<file path="config.mk">
export PLATFORM = sky130hd
export DESIGN_NAME = width_pack_stage
export DESIGN_NICKNAME = d
export VERILOG_FILES = /design/src/rtl/width_pack_stage.sv
export SDC_FILE = /design/constraint.sdc
export NUM_CORES = 1
export LEC_CHECK = 0
export ABC_CLOCK_PERIOD_IN_PS = 3100
export CORE_UTILIZATION = 50
export CTS_CLUSTER_DIAMETER = 200
export DETAILED_ROUTE_END_ITERATION = 7
export MAX_ROUTING_LAYER = met4
export PLACE_DENSITY = 0.81
export SYNTH_ARGS = -nofsm -noshare
export SYNTH_HDL_FRONTEND = slang
export SYNTH_SLANG_ARGS = --single-unit
</file>
<file path="constraint.sdc">
create_clock -name clk -period 3.1 [get_ports clk]
set_clock_uncertainty 0.15 [all_clocks]
set_input_delay 0.31 -clock clk [delete_from_list [all_inputs] [get_ports clk]]
set_output_delay 0.31 -clock clk [all_outputs]
set_load 0.02 [all_outputs]
</file>
<file path="src/rtl/width_pack_stage.sv">
// Packs N consecutive L-bit beats into one N*L-bit word on a registered valid/ready output.
// A flush emits the partially filled word with its unfilled lanes zeroed.
module width_pack_stage #(
  parameter int L  = 8,
  parameter int N  = 4,
  localparam int CW = $clog2(N) + 1
) (
  input  logic           clk,
  input  logic           rst,
  output logic           ready_f,
  input  logic           valid_f,
  input  logic [L-1:0]   data_f,
  input  logic           flush,
  input  logic           ready_b,
  output logic           valid_b,
  output logic [N*L-1:0] data_b,
  output logic [CW-1:0]  cnt_b,
  output logic           flush_done
);

  logic [N*L-1:0] acc_q, acc_d;
  logic [CW-1:0]  cnt_q, cnt_d;
  logic           valid_q, valid_d;
  logic [N*L-1:0] data_q, data_d;
  logic [CW-1:0]  cntb_q, cntb_d;
  logic           fdone_q, fdone_d;

  logic           slot_free;
  logic           acc_in;
  logic [CW-1:0]  cnt_nx;
  logic [N*L-1:0] word_nx;
  logic           emit;

  assign slot_free = !valid_q || ready_b;
  // With a flush pending the accumulator is frozen until the output slot opens.
  assign ready_f   = slot_free || ((cnt_q != CW'(N-1)) && !flush);
  assign acc_in    = valid_f && ready_f;
  assign cnt_nx    = cnt_q + CW'(acc_in);
  assign emit      = slot_free && ((cnt_nx == CW'(N)) || (flush && (cnt_nx != '0)));

  always_comb begin
    word_nx = acc_q;
    for (int k = 0; k < N; k++) begin
      if (acc_in && (cnt_q == CW'(k))) word_nx[k*L +: L] = data_f;
      if (CW'(k) >= cnt_nx)            word_nx[k*L +: L] = '0;
    end
  end

  always_comb begin
    acc_d   = word_nx;
    cnt_d   = cnt_nx;
    valid_d = valid_q;
    data_d  = data_q;
    cntb_d  = cntb_q;
    fdone_d = flush && slot_free;
    if (emit) begin
      acc_d   = '0;
      cnt_d   = '0;
      valid_d = 1'b1;
      data_d  = word_nx;
      cntb_d  = cnt_nx;
    end else if (valid_q && ready_b) begin
      valid_d = 1'b0;
    end
  end

  always_ff @(posedge clk or negedge rst) begin
    if (!rst) begin
      acc_q   <= '0;
      cnt_q   <= '0;
      valid_q <= 1'b0;
      data_q  <= '0;
      cntb_q  <= '0;
      fdone_q <= 1'b0;
    end else begin
      acc_q   <= acc_d;
      cnt_q   <= cnt_d;
      valid_q <= valid_d;
      data_q  <= data_d;
      cntb_q  <= cntb_d;
      fdone_q <= fdone_d;
    end
  end

  assign valid_b    = valid_q;
  assign data_b     = data_q;
  assign cnt_b      = cntb_q;
  assign flush_done = fdone_q;

endmodule

</file>
==> summary.md <==
| Metric | Value |
|---|---|
| Largest net degree at the start of global routing | `30` |
| Max-capacitance violation count | `0` |
| Cell area after synthesis | `2920 sq um` |
| Chip Height | `78.4 um` |
| Synth cell types | `29` |
| Iteration-0 DRC Markers | `95` |
| Critical Path RT | `3.14 ns` |
| Synth top area cells | `dfrtp_1 62%, mux2i_1 11%, nand2_1 5.0%` |
| PnR worst setup slack | `0.347 ns` |
| H-Tree Level Count | `3` |
| Routed WL | `6070 um` |
| Post-CTS Resized | `0` |
| Detail Placement HPWL | `4280 um` |
| Count leader, synth | `dfrtp_1` |
| Final setup vio count | `0` |
| Switching power | `1.05 mW` |
| Number of global-route vias before repair | `2044` |
| Crit path DAT | `2.79 ns` |
| Row count | `27` |
| Gpl congestion | `0.898` |
| Reg power frac | `0.379` |
| Root Driver | `clkbuf_8` |
| Yosys top cell area share | `0.617` |
| Global route hottest layer | `met2` |
| Switching share of power | `0.348` |
| Initial antenna violation count | `0` |
| Worst-path clk slew | `0.07 ns` |
| Post-synthesis sequential area ratio | `0.617` |
| Number of synthesized register bits | `72` |
| Pwr per Cell Area | `807 nW/um^2` |
| Die area | `6150 sq um` |
| CTS Buf Count | `9` |
| Clock Power Share | `0.273` |
| Hold Slack | `0.284 ns` |
| CP Launch Type | `register` |
| IO Pins | `51` |
| CP Max Fanout | `8` |
| Setup crit end kind | `register` |
| Top cells by instance count after synthesis | `72 x dfrtp_1, 39 x nand2_1, 34 x nor2_1` |
| Nets | `328` |
| IR Drop Worst-Case VDD | `0.555 mV` |
| Remaining DRCs | `0` |
| Minimum clock period | `2.75 ns` |
| First-pass GRT wire length | `10100 um` |
| Setup TNS | `0 ns` |
| Avg WL per Cell | `15.6 um` |
| Cell count after synthesis | `252` |
| Post-DRT Antenna Nets | `0` |
| GRT overflow | `0` |
| Met3 Usage GRT | `0.0314` |
| Final Max Tran Viols | `0` |
| Met1 GRT Util | `0.292` |
| Syn Nets | `267` |
| Ys async rst share | `1.00` |
| Placement Setup Slack | `0.121 ns` |
| Worst-skew pair later-pin latency | `0.34 ns` |
| Period utilisation layout | `0.888` |
| Vias/cell | `5.23` |
| Syn_area_per_cell | `11.6 sq um` |
| Synth Flop Type | `dfrtp_1` |
| Slew margin rel. | `0.612` |
| Pleak | `1.84 nW` |
| Die width | `78.4 um` |
| Met2 global-route usage | `0.367` |
| Post-CTS Repair Setup Buffers | `0` |
| Worst slew pin tran | `0.578 ns` |
| Final hold vios | `0` |
| First drt pass iteration count | `4` |
| Gr usage total | `0.229` |
| Total number of vias | `2041` |
| RSZ-0062 raised after global routing | `no` |
| Cell-internal power | `1.97 mW` |
| Sinks on Clock Net | `72` |
| Max Clk Rate | `0.363 GHz` |
| Layout cells sized above 1 | `0.113` |
| Starting Density | `0.524` |
| N_diodes | `0` |
| Layout area overhead | `28.3%` |
| Post-synth top area cell | `dfrtp_1` |
| Worst Setup Path Type | `reg -> reg` |
| Synth warnings | `0` |
| Number of synthesized flops with an enable pin | `0` |
| # port buffers | `50` |
| CTS tree | `yes` |
| Hold_buf cts | `1` |
| HP Class | `in -> async` |
| Combinational share of power | `0.348` |
| Status | `completed` |
| Core area | `5570 sq um` |
| CTS max path bufs | `2` |
## flip-flops by register name, indices dropped and copies added (netlist names)
signal,flops
acc_q,32
data_b,32
cnt_b,3
cnt_q,3
flush_done,1
valid_b,1
## layout make-up
| type | instances | area [sq um] |
|---|---|---|
| clock buffers | 10 | 138 |
| well taps | 72 | 90.1 |
| clock inverters | 6 | 90.1 |
| multi-input cells | 169 | 1050 |
| fillers | 435 | 1830 |
| flip-flops and latches | 72 | 1800 |
| inverters | 2 | 7.51 |
| repair buffers | 59 | 566 |
## final timing paths
path / start / slack [ns] / endpoint / cells after the start
setup / recovery: cnt_q[2] / 0.35 / data_b[8] / 8
min in group clk: data_b[10] / 0.33 / data_b[10] / 2
hold / removal: rst / 0.28 / data_b[27] / 2
hold reg to reg: data_b[10] / 0.33 / data_b[10] / 2
setup reg to reg: cnt_q[2] / 0.35 / data_b[8] / 8
max in group asynchronous: rst / 1.81 / data_b[28] / 3
## worst max-delay path, stage by stage, from the launching register on
cell	delay, ns
dfrtp_1	0.44
and3b_1	0.29
o21ai_0	0.11
and2_1	0.17
ha_1	0.18
ha_1	0.39
buf_4	0.21
o21ai_1	0.48
o21ai_0	0.19
## cells in the final DEF, fill, tap and decap left out, drive strengths merged, types with 2 or more instances in the layout
| cell type | count |
|---|---|
| a21oi | 3 |
| and2 | 4 |
| buf | 9 |
| bufinv | 2 |
| clkbuf | 10 |
| clkdlybuf4s50 | 49 |
| clkinv | 2 |
| dfrtp | 72 |
| ha | 2 |
| inv | 3 |
| mux2 | 2 |
| mux2i | 32 |
| nand2 | 39 |
| nand3 | 3 |
| nor2 | 34 |
| nor2b | 2 |
| o21a | 3 |
| o21ai | 35 |
## kinds of logic after synthesis
family                     after synthesis  share of synthesized area
xor gates and xnor gates                 1                    0.00557
adders and majority gates                2                    0.00857
DFF                                     72                      0.617
muxes                                   34                      0.117
and+or+nand+nor                         87                      0.130
buffers and inverters                   11                     0.0223
AOI/OAI and AO/OA                       45                     0.0986
## metal layers
layer	vias up	wire (um)
met5	-	0
met4	0	135
met3	12	229
met2	50	2970
met1	1006	2740
li1	973	-
## power by group through the flow
stage          Clock [mW]  Sequential (mW)  Combinational, mW
6_report            0.825             1.14               1.05
5_1_grt             0.880             1.16               1.15
4_1_cts             0.839             1.15               1.06
3_5_place_dp            0             1.16               1.06
3_3_place_gp            0             1.16               1.03
2_1_floorplan           0             1.26              0.593
## stage by stage
stage / power [mW] / area [sq um] / cells / utilization
final: 3.02 / 3740 / 390 / 0.672
after global routing: 3.19 / 3740 / 390 / 0.672
after detailed placement: 2.22 / 3510 / 373 / 0.629
after floorplan: 1.85 / 2920 / 252 / -
after global placement: 2.19 / 3510 / 373 / 0.629
after CTS: 3.05 / 3740 / 390 / 0.672
No activity file was read; power rests on OpenSTA's default activity.
